### config.mk
export PLATFORM = sky130hd
export DESIGN_NAME = adder_64_sched
export DESIGN_NICKNAME = d
export VERILOG_FILES = /design/src/rtl/adder_sched_pkg.sv /design/src/rtl/adder_64_sched_rr_arbiter.sv /design/src/rtl/adder_64_sched.sv
export SDC_FILE = /design/constraint.sdc
export NUM_CORES = 1
export LEC_CHECK = 0
export CELL_PAD_IN_SITES_DETAIL_PLACEMENT = 1
export CELL_PAD_IN_SITES_GLOBAL_PLACEMENT = 1
export CORE_AREA = 2 2 308 310
export CTS_CLUSTER_SIZE = 14
export DETAILED_ROUTE_END_ITERATION = 10
export DIE_AREA = 0 0 310 312
export GPL_TIMING_DRIVEN = 0
export PLACE_DENSITY = 0.61
export SKIP_CTS_REPAIR_TIMING = 1
export SLEW_MARGIN = 20
export SYNTH_ARGS = -nofsm -noshare
export SYNTH_HDL_FRONTEND = slang
export SYNTH_SLANG_ARGS = --single-unit
### constraint.sdc
create_clock -name clk -period 2.9 [get_ports clk]
set_input_delay 0.58 -clock clk [delete_from_list [all_inputs] [get_ports clk]]
set_output_delay 0.58 -clock clk [all_outputs]
set_load 0.01 [all_outputs]
### src/rtl/adder_sched_pkg.sv
// Shared types and defaults for the round-robin adder scheduler.
package adder_sched_pkg;

  typedef enum logic [1:0] {
    IDLE  = 2'd0,
    ISSUE = 2'd1,
    WAIT  = 2'd2,
    RESP  = 2'd3
  } state_e;

  localparam int DEF_NREQ    = 4;
  localparam int DEF_W       = 64;
  localparam int DEF_TIMEOUT = 15;

  // Smallest r with 2**r >= n; callers always pass n >= 2.
  function automatic int clog2(input int n);
    int r;
    r = 0;
    while ((int'(32'd1) << r) < n) begin
      r = r + 1;
    end
    return r;
  endfunction

endpackage

### src/rtl/adder_64_sched_rr_arbiter.sv
// Combinational round-robin arbiter: first requester at or after ptr_i, wrapping modulo NREQ.
module rr_arbiter
  import adder_sched_pkg::*;
#(
  parameter int NREQ = DEF_NREQ,
  localparam int ID_W = clog2(NREQ)
) (
  input  logic [NREQ-1:0] req_i,
  input  logic [ID_W-1:0] ptr_i,
  output logic [NREQ-1:0] gnt_o,
  output logic [ID_W-1:0] idx_o,
  output logic            any_o
);

  logic [ID_W:0] pos_s;

  // Scan from the pointer upward; one extra bit keeps the wrap exact for non-power-of-2 NREQ.
  always_comb begin
    gnt_o = {NREQ{1'b0}};
    idx_o = {ID_W{1'b0}};
    any_o = 1'b0;
    pos_s = {(ID_W+1){1'b0}};
    for (int i = 0; i < NREQ; i++) begin
      pos_s = {1'b0, ptr_i} + (ID_W+1)'(i);
      if (pos_s >= (ID_W+1)'(NREQ)) begin
        pos_s = pos_s - (ID_W+1)'(NREQ);
      end else begin
        pos_s = pos_s;
      end
      if (!any_o && req_i[pos_s[ID_W-1:0]]) begin
        any_o                   = 1'b1;
        gnt_o[pos_s[ID_W-1:0]]  = 1'b1;
        idx_o                   = pos_s[ID_W-1:0];
      end else begin
        any_o = any_o;
      end
    end
  end

endmodule

### src/rtl/adder_64_sched.sv
// Round-robin scheduler feeding one shared multi-cycle adder; one op in flight at a time,
// results returned tagged with the requester index, with a watchdog on the adder's reply.
module adder_64_sched
  import adder_sched_pkg::*;
#(
  parameter int NREQ    = DEF_NREQ,
  parameter int W       = DEF_W,
  parameter int TIMEOUT = DEF_TIMEOUT,
  localparam int ID_W   = clog2(NREQ)
) (
  input  logic            clk,
  input  logic            rst_n,
  input  logic [NREQ-1:0] req_valid,
  output logic [NREQ-1:0] req_ready,
  input  logic [NREQ*W-1:0] req_a,
  input  logic [NREQ*W-1:0] req_b,
  input  logic [NREQ-1:0] req_cin,
  output logic            add_din_en,
  output logic [W-1:0]    add_a,
  output logic [W-1:0]    add_b,
  output logic            add_cin,
  input  logic            add_dout_en,
  input  logic [W-1:0]    add_sum,
  input  logic            add_cout,
  output logic            rsp_valid,
  input  logic            rsp_ready,
  output logic [ID_W-1:0] rsp_id,
  output logic [W-1:0]    rsp_sum,
  output logic            rsp_cout,
  output logic            rsp_err
);

  localparam int CNT_W = clog2(TIMEOUT + 1);
  localparam logic [CNT_W-1:0] CNT_LAST = CNT_W'(TIMEOUT - 1);
  localparam logic [ID_W-1:0]  ID_LAST  = ID_W'(NREQ - 1);

  state_e          state_q, state_d;
  logic [CNT_W-1:0] cnt_q, cnt_d;
  logic [ID_W-1:0] ptr_q, ptr_d;
  logic [ID_W-1:0] id_q, id_d;
  logic            din_en_q, din_en_d;
  logic [W-1:0]    a_q, a_d;
  logic [W-1:0]    b_q, b_d;
  logic            cin_q, cin_d;
  logic            rsp_valid_q, rsp_valid_d;
  logic [ID_W-1:0] rsp_id_q, rsp_id_d;
  logic [W-1:0]    rsp_sum_q, rsp_sum_d;
  logic            rsp_cout_q, rsp_cout_d;
  logic            rsp_err_q, rsp_err_d;

  logic [NREQ-1:0] gnt_s;
  logic [ID_W-1:0] idx_s;
  logic            any_s;

  rr_arbiter #(.NREQ(NREQ)) u_arb (
    .req_i (req_valid),
    .ptr_i (ptr_q),
    .gnt_o (gnt_s),
    .idx_o (idx_s),
    .any_o (any_s)
  );

  // Accept pulse is only visible in IDLE and never while reset is asserted.
  assign req_ready  = (state_q == IDLE && rst_n) ? gnt_s : {NREQ{1'b0}};
  assign add_din_en = din_en_q;
  assign add_a      = a_q;
  assign add_b      = b_q;
  assign add_cin    = cin_q;
  assign rsp_valid  = rsp_valid_q;
  assign rsp_id     = rsp_id_q;
  assign rsp_sum    = rsp_sum_q;
  assign rsp_cout   = rsp_cout_q;
  assign rsp_err    = rsp_err_q;

  // Next-state and datapath updates for the IDLE/ISSUE/WAIT/RESP sequence.
  always_comb begin
    state_d     = state_q;
    cnt_d       = cnt_q;
    ptr_d       = ptr_q;
    id_d        = id_q;
    din_en_d    = 1'b0;
    a_d         = a_q;
    b_d         = b_q;
    cin_d       = cin_q;
    rsp_valid_d = rsp_valid_q;
    rsp_id_d    = rsp_id_q;
    rsp_sum_d   = rsp_sum_q;
    rsp_cout_d  = rsp_cout_q;
    rsp_err_d   = rsp_err_q;
    case (state_q)
      IDLE: begin
        if (any_s) begin
          a_d      = req_a[int'(idx_s)*W +: W];
          b_d      = req_b[int'(idx_s)*W +: W];
          cin_d    = req_cin[idx_s];
          id_d     = idx_s;
          din_en_d = 1'b1;
          state_d  = ISSUE;
        end else begin
          state_d = IDLE;
        end
      end
      ISSUE: begin
        cnt_d   = {CNT_W{1'b0}};
        state_d = WAIT;
      end
      WAIT: begin
        // A result arriving in the final watchdog cycle still counts as a result.
        if (add_dout_en) begin
          rsp_sum_d   = add_sum;
          rsp_cout_d  = add_cout;
          rsp_err_d   = 1'b0;
          rsp_id_d    = id_q;
          rsp_valid_d = 1'b1;
          state_d     = RESP;
        end else if (cnt_q == CNT_LAST) begin
          rsp_sum_d   = {W{1'b0}};
          rsp_cout_d  = 1'b0;
          rsp_err_d   = 1'b1;
          rsp_id_d    = id_q;
          rsp_valid_d = 1'b1;
          state_d     = RESP;
        end else begin
          cnt_d = cnt_q + CNT_W'(1'b1);
        end
      end
      RESP: begin
        if (rsp_ready) begin
          rsp_valid_d = 1'b0;
          ptr_d       = (rsp_id_q == ID_LAST) ? {ID_W{1'b0}} : rsp_id_q + ID_W'(1'b1);
          state_d     = IDLE;
        end else begin
          state_d = RESP;
        end
      end
      default: begin
        state_d = IDLE;
      end
    endcase
  end

  // State and output registers with synchronous active-low reset.
  always_ff @(posedge clk) begin
    if (!rst_n) begin
      state_q     <= IDLE;
      cnt_q       <= {CNT_W{1'b0}};
      ptr_q       <= {ID_W{1'b0}};
      id_q        <= {ID_W{1'b0}};
      din_en_q    <= 1'b0;
      a_q         <= {W{1'b0}};
      b_q         <= {W{1'b0}};
      cin_q       <= 1'b0;
      rsp_valid_q <= 1'b0;
      rsp_id_q    <= {ID_W{1'b0}};
      rsp_sum_q   <= {W{1'b0}};
      rsp_cout_q  <= 1'b0;
      rsp_err_q   <= 1'b0;
    end else begin
      state_q     <= state_d;
      cnt_q       <= cnt_d;
      ptr_q       <= ptr_d;
      id_q        <= id_d;
      din_en_q    <= din_en_d;
      a_q         <= a_d;
      b_q         <= b_d;
      cin_q       <= cin_d;
      rsp_valid_q <= rsp_valid_d;
      rsp_id_q    <= rsp_id_d;
      rsp_sum_q   <= rsp_sum_d;
      rsp_cout_q  <= rsp_cout_d;
      rsp_err_q   <= rsp_err_d;
    end
  end

endmodule

==> results of run 1 <==
-- Yosys cell counts, drive strengths merged (2+ instances only) --
library cell and n:
a221o 46, a221oi 19, dfxtp 209, nor2 17
clkbuf 121, nor2b 71, a21oi 15, o21a 2
buf 41, o211a 2, nand2b 3, mux2 44
inv 72, a21boi 2, a211oi 201, nand4 38
nand2 58, o21ai 80, nand3 105, o211ai 3
mux4 3, mux2i 120, ha 11, a22oi 65
nor3 41, and2 5, o41ai 19
-- layer usage --
layer,vias to the layer above,global-route usage (%),wire length (um)
li1,7263,-,-
met1,7761,21.0,37800
met2,496,28.3,42200
met3,87,3.51,4990
met4,10,3.25,1740
met5,-,0,62
-- per-stage QoR --
step | util (%) | total power [mW] | worst slack [ps] | TNS (ps) | hold slack [ps]
final | 27.6 | 12.0 | -575 | -45360 | 455
after global routing | 27.6 | 12.5 | -721 | -59330 | 483
after CTS | 24.7 | 11.3 | -1850 | -110250 | 458
after detailed placement | 23.6 | 7.38 | -2130 | -157330 | 441
after global placement | 23.6 | 7.38 | -2650 | -209240 | 437
after floorplan | - | 4.99 | -0.517 | -10.3 | 472
-- sequential cells by signal, indices dropped and copies added (netlist names) --
signal,cells
add_a,64
add_b,64
rsp_sum,64
cnt_q,4
id_q,2
ptr_q,2
rsp_id,2
state_q,2
add_cin,1
add_din_en,1
rsp_cout,1
rsp_err,1
rsp_valid,1
-- logic make-up (layout without fill, tap and decap cells) --
kind of cell | after synthesis | in the layout
DFF | 209 | 209
buffers and inverters | 234 | 1157
AOI/OAI and AO/OA | 463 | 463
and+or+nand+nor | 344 | 344
muxes | 167 | 167
adders and majority gates | 11 | 11
other | 0 | 4
-- cell type report --
| cell class | instances | area share (%) |
|---|---|---|
| diodes | 4 | 0.0390 |
| plain buffers | 160 | 4.64 |
| clock buffers | 35 | 3.11 |
| clock inverters | 17 | 0.721 |
| inverters | 72 | 1.12 |
| multi-input cells | 985 | 32.9 |
| flip-flops and latches | 209 | 16.3 |
| well taps | 1254 | 6.11 |
| repair buffers | 873 | 35.0 |
-- power by group through the flow --
stage                     logic, mW  clock network [mW]  registers (mW)
final                          4.71                3.84            3.43
after global routing           4.98                4.08            3.46
after CTS                      3.92                3.99            3.42
after detailed placement       3.90                   0            3.48
after global placement         3.90                   0            3.48
after floorplan                1.38                   0            3.61
-- worst max-delay path: cells and delay by family, from the launching register on --
kind	cells	cell delay, ps
AOI/OAI and AO/OA	3	470
adders and majority gates	1	300
buffers and inverters	6	790
DFF	1	390
muxes	1	320
-- cell usage in the layout, fill, tap and decap left out, types with 18 or more instances in the layout --
cell type        count
nor3_1              20
mux2i_1             72
clkbuf_1            87
buf_4               47
buf_6               20
a211oi_1           158
nand3_1            105
dfxtp_1            207
o21ai_0             74
o41ai_2             19
nor2b_1             71
nand4_1             38
clkdlybuf4s50_1    784
inv_1               69
mux2i_4             36
a22oi_1             65
clkbuf_2            18
a211oi_2            36
buf_12              26
nand2_1             57
a221o_1             46
clkbuf_16           44
mux2_4              38
-- worst paths after layout --
path,from,to
setup / recovery,ptr_q[0]$_SDFFE_PN0P_,req_ready[0]
hold / removal,add_b[29]$_SDFFE_PN0P_,add_b[29]$_SDFFE_PN0P_
setup reg to reg,ptr_q[0]$_SDFFE_PN0P_,add_b[62]$_SDFFE_PN0P_
hold reg to reg,add_b[29]$_SDFFE_PN0P_,add_b[29]$_SDFFE_PN0P_
==> metrics.md, run 1 <==
| Metric | Value |
|---|---|
| CP arrival | slightly below 3000 ps |
| Max-cap violations | 0 |
| Initial antenna violation count | 8 |
| Switching power | about 4.0 mW |
| Startpoint Class | flop |
| Syn Nets | 2028 |
| RePlAce Congestion | 0.819 |
| Footprint of the multi-input gates | roughly 8500 um^2 |
| Synth area leader | dfxtp_1 |
| Vias in the first global route | 15800 |
| Clk_skew | approximately 33 ps |
| Final setup violation count | 134 |
| Power Density | about 470 nW/um^2 |
| Nets | just under 3000 |
| Adder-cell area share of the yosys netlist | between 1 and 1.5% |
| Max stage delay on crit path | between 300 and 400 ps |
| Storage cell area | approximately 4200 um^2 |
| Mean Syn Cell Area | between 8 and 9 um^2 |
| DP Area | approximately 22000 um^2 |
| Vias/cell | ~4.3 |
| Port Buf Inserts | around 790 |
| Share of the synthesized area in the top cell type | approximately a third |
| Xor and xnor area share after synthesis | 0% |
| Critical path, cell by cell | buf_8, buf_12, clkinv_8, ha_4, mux4_2, buf_8, buf_8, a221o_1, o21ai_1, a21oi_1, buf_4 |
| Post-route cell area | roughly 26000 um^2 |
| Die area | approximately 97000 um^2 |
| YS warnings | 0 |
| Post-Syn Instances | 1428 |
| Area delta synth->final | 105% |
| Cell Area, Synth | about 13000 um^2 |
| Max FO, Critical Path | 8 |
| First-pass GRT wire length | 116000 um |
| Largest family of logic cells by synthesized area | compound AO/OA/AOI/OAI gates |
| Max-slew headroom | 28.6% |
| Final min period | approximately 3500 ps |
| Row cnt | about 110 |
| Top FF cell, synth | dfxtp_1 |
| Leakage power | ~9.3 nW |
| CTS root buf | clkbuf_16 |
| Setup crit end kind | primary output |
| H-tree levels | 1 |
| Wirelength per Cell | ~24 um |
| Overflow after GRT | 0 |
| R2R cell count | 17 |
| Seq pwr share | between 20% and 30% |
| Final non-filler cell total | about 3600 |
| Status | finished, violations left |
| Max Freq | 288 MHz |
| Clk pwr share | approximately a third |
| Routed WL | 86800 um |
| Post-synth ARST share | 0% |
| Internal | 7.94 mW |
| CP Class | reg -> out |
| Yosys reg bits | approximately 210 |
| Area contributors post-synth | dfxtp_1, a211oi_1, mux2i_1 |
| Critical Path RT | 2320 ps |
| Reg-to-reg slack, setup | -500 ps |
| DP HPWL | a little under 70000 um |
| Hold path depth | 2 |
| Crit-path slowest cell | dfxtp_4 |
| Worst skew pair latency | 630 ps |
| Clock sink count | ~210 |
| CTS Buf Count | 29 |
| Core box area | around 93000 um^2 |
| Fin crit share | 120% |
| Chip width | 310 um |
| CTS Buffer Depth | 3 |
| Total GRT Usage | between 10% and 20% |
| Violated checks | negative setup slack |
| Post-DRT Antenna Nets | 0 |
| Distinct cells, synth | 52 |
| Final max-slew violation count | 0 |
| Hold/Removal Path Class | reg -> reg |
| Largest net degree at the start of global routing | 16 |
| Peak VDD IR | between 0.4 and 0.5 mV |
| # fillers | about 11000 |
| Remaining DRCs | 0 |
| Switching fraction of total power | between 30% and 40% |
| Initial Util | 13.4% |
| Synth Area in Simple Gates | between 10 and 15% |
| DRT iter0 DRCs | 847 |
| Number of flops mapped to enable cells by yosys | 0 |
| Fin. Hold Viols | 0 |
| CTS tree | yes |
| Critical Path Most Common Cell | buf_8 |
| Dpl cells | roughly 3500 |
| Gate power share | 39.3% |
| Ports | between 700 and 800 |
| Fraction of layout cells with a size suffix above 1 | 17.5% |
| Slew @ Worst Pin | 1070 ps |
| Worst-path clk slew | 60 ps |
| Final WS setup | -575 ps |
| Post-synthesis mux area share | between 10 and 15% |
| Post-synthesis sequential area ratio | about a third |
| Complex-gate fraction of the synthesized area | between 20 and 30% |
| Via count | ~16000 |
| Die height | 312 um |
| RSZ-0062 raised after global routing | true |
| Drt first pass iters | 4 |
Power figures use the tool's default switching activity.
==> run 2: changes to the inputs <==
Settings changed: GPL_TIMING_DRIVEN 0 to default.
==> metrics.md, run 2 (synthesized netlist as in run 1, its figures left out) <==
| Metric | Value |
|---|---|
| DP HPWL | 58800 um (was 67500 um) |
| CP Class | reg -> out (unchanged) |
| Hold/Removal Path Class | reg -> reg (unchanged) |
| R2R cell count | 15 (was 17) |
| Final setup violation count | 108 (was 134) |
| Total GRT Usage | 14.6% (was 16.4%) |
| Violated checks | negative setup slack (unchanged) |
| Final WS setup | -445 ps (was -575 ps) |
| Max-slew headroom | 45.0% (was 28.6%) |
| Initial antenna violation count | 14 (was 8) |
| Post-DRT Antenna Nets | 0 (unchanged) |
| Remaining DRCs | 0 (unchanged) |
| Fin crit share | 115% (was 120%) |
| Core box area | 93000 um^2 (unchanged) |
| Clk_skew | 21.2 ps (was 32.7 ps) |
| Setup crit end kind | primary output (unchanged) |
| DP Area | 23000 um^2 (was 22000 um^2) |
| Number of stages on the worst setup path | 9 (was 11) |
| Startpoint Class | flop (unchanged) |
| CP arrival | 2770 ps (was 2900 ps) |
| Hold path depth | 2 (unchanged) |
| Vias in the first global route | 15400 (was 15800) |
| Most frequent cells in the layout | clkdlybuf4s50_1, dfxtp_1, a211oi_1 (unchanged) |
| Row cnt | 112 (unchanged) |
| Via count | 15500 (was 15600) |
| Critical path's top delay family | compound AO/OA/AOI/OAI gates (was buffers and inverters) |
| Launching point of the worst reg2reg path | ptr_q[1]$_SDFFE_PN0P_ (was ptr_q[0]$_SDFFE_PN0P_) |
| Final TNS setup | -15980 ps (was -45360 ps) |
| Post-route cell area | 25700 um^2 (about the same) |
| RePlAce Congestion | 0.838 (was 0.819) |
| CTS root buf | clkbuf_16 (unchanged) |
| Area delta synth->final | 106% (was 105%) |
| Worst skew pair latency | 620 ps (was 630 ps) |
| Final max-slew violation count | 0 (unchanged) |
| Final min period | 3350 ps (was 3480 ps) |
| H-tree levels | 1 (unchanged) |
| Power Density | 462 nW/um^2 (was 466 nW/um^2) |
| Chip width | 310 um (unchanged) |
| Worst-path clk slew | 60 ps (about the same) |
| Max FO, Critical Path | 4 (was 8) |
| Critical path, cell by cell | inv_4, ha_4, mux4_2, buf_6, nor2_4, a221o_1, o21ai_0, a21oi_2, buf_2 (was buf_8, buf_12, clkinv_8, ha_4, mux4_2, buf_8, buf_8, a221o_1, o21ai_1, a21oi_1, buf_4) |
| Slew @ Worst Pin | 825 ps (was 1070 ps) |
| Utilization after layout | 27.6% (about the same) |
| Port Buf Inserts | 791 (was 788) |
| Ports | 792 (unchanged) |
| Fin. Hold Viols | 0 (unchanged) |
| Nets | 2922 (was 2930) |
| Crit-path slowest cell | dfxtp_4 (unchanged) |
| Max Freq | 299 MHz (was 288 MHz) |
| Fraction of layout cells with a size suffix above 1 | 19.8% (was 17.5%) |
| Initial Util | 13.4% (unchanged) |
| Critical Path RT | 2320 ps (about the same) |
| Total power | 11.9 mW (was 12.0 mW) |
| Overflow after GRT | 0 (unchanged) |
| First-pass GRT wire length | 106000 um (was 116000 um) |
| Max stage delay on crit path | 410 ps (was 390 ps) |
| Wirelength per Cell | 22.1 um (was 24.1 um) |
| RSZ-0062 raised after global routing | true (unchanged) |
| DRT iter0 DRCs | 771 (was 847) |
| Status | finished, violations left (unchanged) |
| Peak VDD IR | 0.452 mV (was 0.423 mV) |
| Critical path origin | ptr_q[1]$_SDFFE_PN0P_ (was ptr_q[0]$_SDFFE_PN0P_) |
| Hold_sp | add_b[38]$_SDFFE_PN0P_ (was add_b[29]$_SDFFE_PN0P_) |
| CTS Buffer Depth | 3 (unchanged) |
| Drt first pass iters | 4 (unchanged) |
| Routed WL | 79500 um (was 86800 um) |
| CTS Buf Count | 29 (unchanged) |
| Vias/cell | 4.29 (was 4.33) |
| Die area | 96700 um^2 (unchanged) |
| WP buf/inv | 3 (was 6) |
| Commonest non-fill, non-tap cell in the layout | clkdlybuf4s50_1 (unchanged) |
| Leakage power | 9.64 nW (was 9.29 nW) |
| Clock sink count | 209 (unchanged) |
| Max-cap violations | 0 (unchanged) |
| Largest net degree at the start of global routing | 79 (was 16) |
| Die height | 312 um (unchanged) |
| CTS tree | yes (unchanged) |
-- run 2: metrics by stage --
step           setup slack [ps]  instances  hold WS [ps]
4_1_cts                   -1060       3543           464
3_3_place_gp               -790       3491           433
2_1_floorplan            -0.517       1428           472
3_5_place_dp               -831       3491           443
5_1_grt                    -576       3603           486
6_report                   -445       3605           460
-- run 2: power breakdown --
| group | internal [mW] | switching (mW) | leakage, nW | total [mW] |
|---|---|---|---|---|
| clock | 2.26 | 1.59 | 0.494 | 3.85 |
| sequential | 3.23 | 0.207 | 1.72 | 3.43 |
| combinational | 2.53 | 2.06 | 7.42 | 4.59 |
| total | 8.02 | 3.85 | 9.64 | 11.9 |
-- run 2: layer usage --
metal | vias up | track usage [%] | part of all wire [%]
met5 | - | 0 | 0.13
met4 | 16 | 4.53 | 2.9
met3 | 121 | 3.72 | 6.4
met2 | 501 | 24.9 | 48
met1 | 7579 | 17.8 | 42
li1 | 7245 | - | -
-- run 2: worst reg2reg max path: stages, from the launching register on --
cell	delay [ps]
dfxtp_4	410
buf_6	130
buf_6	90
mux4_2	510
buf_4	150
buf_4	120
o21ba_4	230
nor2_4	170
a21oi_4	50
buf_12	160
clkbuf_16	190
clkbuf_16	210
buf_4	150
buf_8	120
mux2i_2	220
a211oi_2	100
-- run 2: cell type report --
class	count	area (um^2)
inverters	72	273
repair buffers	1025	10600
flip-flops and latches	209	4190
fillers	10800	67300
diodes	8	20.0
well taps	1254	1570
multi-input cells	985	8090
clock buffers	42	876
clock inverters	10	118
-- run 2: path summary, 6_finish.rpt --
kind,slack (ps),end
hold / removal,460,add_b[38]$_SDFFE_PN0P_
setup / recovery,-450,req_ready[1]
hold reg to reg,460,add_b[38]$_SDFFE_PN0P_
setup reg to reg,-240,add_a[10]$_SDFFE_PN0P_
==> run 3: changes to the inputs <==
Settings changed: TNS_END_PERCENT from default to 5.
==> metrics.md, run 3 (synthesized netlist as in run 1, its figures left out) <==
| Metric | Value |
|---|---|
| Final hold slack | 457 ps (was 460 ps) |
| Power Density | 465 nW/um^2 (was 462 nW/um^2) |
| Hold_sp | add_b[38]$_SDFFE_PN0P_ (unchanged) |
| DP HPWL | 58800 um (unchanged) |
| CTS root buf | clkbuf_16 (unchanged) |
| Peak VDD IR | 0.447 mV (was 0.452 mV) |
| Nets | 2893 (was 2922) |
| Critical path's top delay family | compound AO/OA/AOI/OAI gates (unchanged) |
| Initial Util | 13.4% (unchanged) |
| Wirelength per Cell | 21.4 um (was 22.1 um) |
| WP buf/inv | 3 (unchanged) |
| Max-slew headroom | 44.6% (was 45.0%) |
| Drt first pass iters | 4 (unchanged) |
| Setup crit end kind | primary output (unchanged) |
| Routed WL | 76500 um (was 79500 um) |
| Leakage power | 9.27 nW (was 9.64 nW) |
| Final min period | 3330 ps (was 3350 ps) |
| Initial antenna violation count | 14 (unchanged) |
| Critical Path RT | 2320 ps (about the same) |
| Critical path, cell by cell | inv_4, ha_4, mux4_2, buf_6, nor2_4, a221o_1, o21ai_0, a21oi_2, buf_2 (unchanged) |
| Most frequent cells in the layout | clkdlybuf4s50_1, dfxtp_1, a211oi_1 (unchanged) |
| Startpoint Class | flop (unchanged) |
| R2R cell count | 12 (was 15) |
| RSZ-0062 raised after global routing | true (unchanged) |
| CTS Buffer Depth | 3 (unchanged) |
| CTS Buf Count | 29 (unchanged) |
| Crit-path slowest cell | dfxtp_4 (unchanged) |
| Hold EP | add_b[38]$_SDFFE_PN0P_ (unchanged) |
| Max FO, Critical Path | 4 (unchanged) |
| Die height | 312 um (unchanged) |
| DRT iter0 DRCs | 692 (was 771) |
| Clock sink count | 209 (unchanged) |
| Final TNS setup | -6340 ps (was -15980 ps) |
| CTS tree | yes (unchanged) |
| Post-DRT Antenna Nets | 0 (unchanged) |
| Status | finished, violations left (unchanged) |
| Fin crit share | 115% (about the same) |
| Dpl cells | 3491 (unchanged) |
| Final WS setup | -432 ps (was -445 ps) |
| RePlAce Congestion | 0.838 (unchanged) |
| Commonest non-fill, non-tap cell in the layout | clkdlybuf4s50_1 (unchanged) |
| Fin. Hold Viols | 0 (unchanged) |
| DP Area | 23000 um^2 (unchanged) |
| Hold path depth | 2 (unchanged) |
| Launching point of the worst reg2reg path | ptr_q[1]$_SDFFE_PN0P_ (unchanged) |
| Row cnt | 112 (unchanged) |
| H-tree levels | 1 (unchanged) |
| Reg-to-reg critical path endpoint | add_a[20]$_SDFFE_PN0P_ (was add_a[10]$_SDFFE_PN0P_) |
| Max Freq | 300 MHz (was 299 MHz) |
| Slew @ Worst Pin | 831 ps (was 825 ps) |
| Hold/Removal Path Class | reg -> reg (unchanged) |
| Vias in the first global route | 15400 (unchanged) |
| Clk_skew | 18.3 ps (was 21.2 ps) |
| Port Buf Inserts | 791 (unchanged) |
| Worst skew pair latency | 620 ps (about the same) |
| Worst-path clk slew | 60 ps (about the same) |
| Placement Setup Slack | -831 ps (unchanged) |
| Total GRT Usage | 14.6% (unchanged) |
| First-pass GRT wire length | 106000 um (unchanged) |
| Final max-slew violation count | 0 (unchanged) |
| Chip width | 310 um (unchanged) |
| Reg-to-reg slack, setup | -190 ps (was -240 ps) |
| Post-route cell area | 24700 um^2 (was 25700 um^2) |
| CP Class | reg -> out (unchanged) |
| Final setup violation count | 63 (was 108) |
| Ports | 792 (unchanged) |
| Max-cap violations | 0 (unchanged) |
| Die area | 96700 um^2 (unchanged) |
| Area delta synth->final | 97.6% (was 106%) |
| CP arrival | 2750 ps (was 2770 ps) |
| Largest net degree at the start of global routing | 79 (unchanged) |
| Violated checks | negative setup slack (unchanged) |
| Core box area | 93000 um^2 (unchanged) |
| Remaining DRCs | 0 (unchanged) |
| Vias/cell | 4.23 (was 4.29) |
| Overflow after GRT | 0 (unchanged) |
| Fraction of layout cells with a size suffix above 1 | 16.0% (was 19.8%) |
| Utilization after layout | 26.5% (was 27.6%) |
| Via count | 15100 (was 15500) |
| Final non-filler cell total | 3577 (was 3605) |
| Max stage delay on crit path | 410 ps (about the same) |
| Total power | 11.5 mW (was 11.9 mW) |
==> run 3: cell count changes in the layout (fill, tap and decap cells not counted), moves of 15 or more <==
cell / previous run / this run
mux2_1: 3 / 18
mux2_4: 35 / 16
mux2i_1: 90 / 111
mux2i_2: 23 / 8
a211oi_1: 168 / 186
a211oi_2: 33 / 15
nor3_4: 16 / 0
==> run 3: report_power, final <==
group	switching (mW)	total, mW	internal, mW
clock network	1.59	3.86	2.26
logic	1.90	4.21	2.31
registers	0.204	3.43	3.23
==> run 3: area by class of cell <==
type	instances	area (um^2)
Inverter	72	273
Sequential cell	209	4190
Clock buffer	42	876
Antenna cell	9	22.5
Timing Repair Buffer	996	10000
Clock inverter	10	118
Tap cell	1254	1570
Fill cell	10900	68400
Multi-Input combinational cell	985	7640
==> run 3: metal layers <==
metal	track usage, %	vias to the layer above	wire length (um)
met4	4.53	16	2250
met2	24.9	494	36900
met3	3.72	111	5210
li1	-	7188	-
met1	17.8	7310	32000
met5	0	-	103
==> run 3: tightest hold or removal path, stage by stage (launching register included) <==
cell     delay, ps
dfxtp_1        320
nand2_1         60
o41ai_2         40
==> run 3: worst max path at each step <==
| stage | to | depth (start not counted) | from | slack (ps) |
|---|---|---|---|---|
| 2_1_floorplan | add_a[17]$_SDFFE_PN0P_ | 13 | ptr_q[0]$_SDFFE_PN0P_ | -0.5 |
| 3_3_place_gp | req_ready[3] | 8 | req_valid[1] | -790 |
| 3_5_place_dp | req_ready[3] | 7 | req_valid[1] | -830 |
| 4_1_cts | req_ready[3] | 8 | ptr_q[1]$_SDFFE_PN0P_ | -1060 |
| 5_1_grt | req_ready[1] | 10 | ptr_q[1]$_SDFFE_PN0P_ | -580 |
| 6_report | req_ready[1] | 9 | ptr_q[1]$_SDFFE_PN0P_ | -430 |
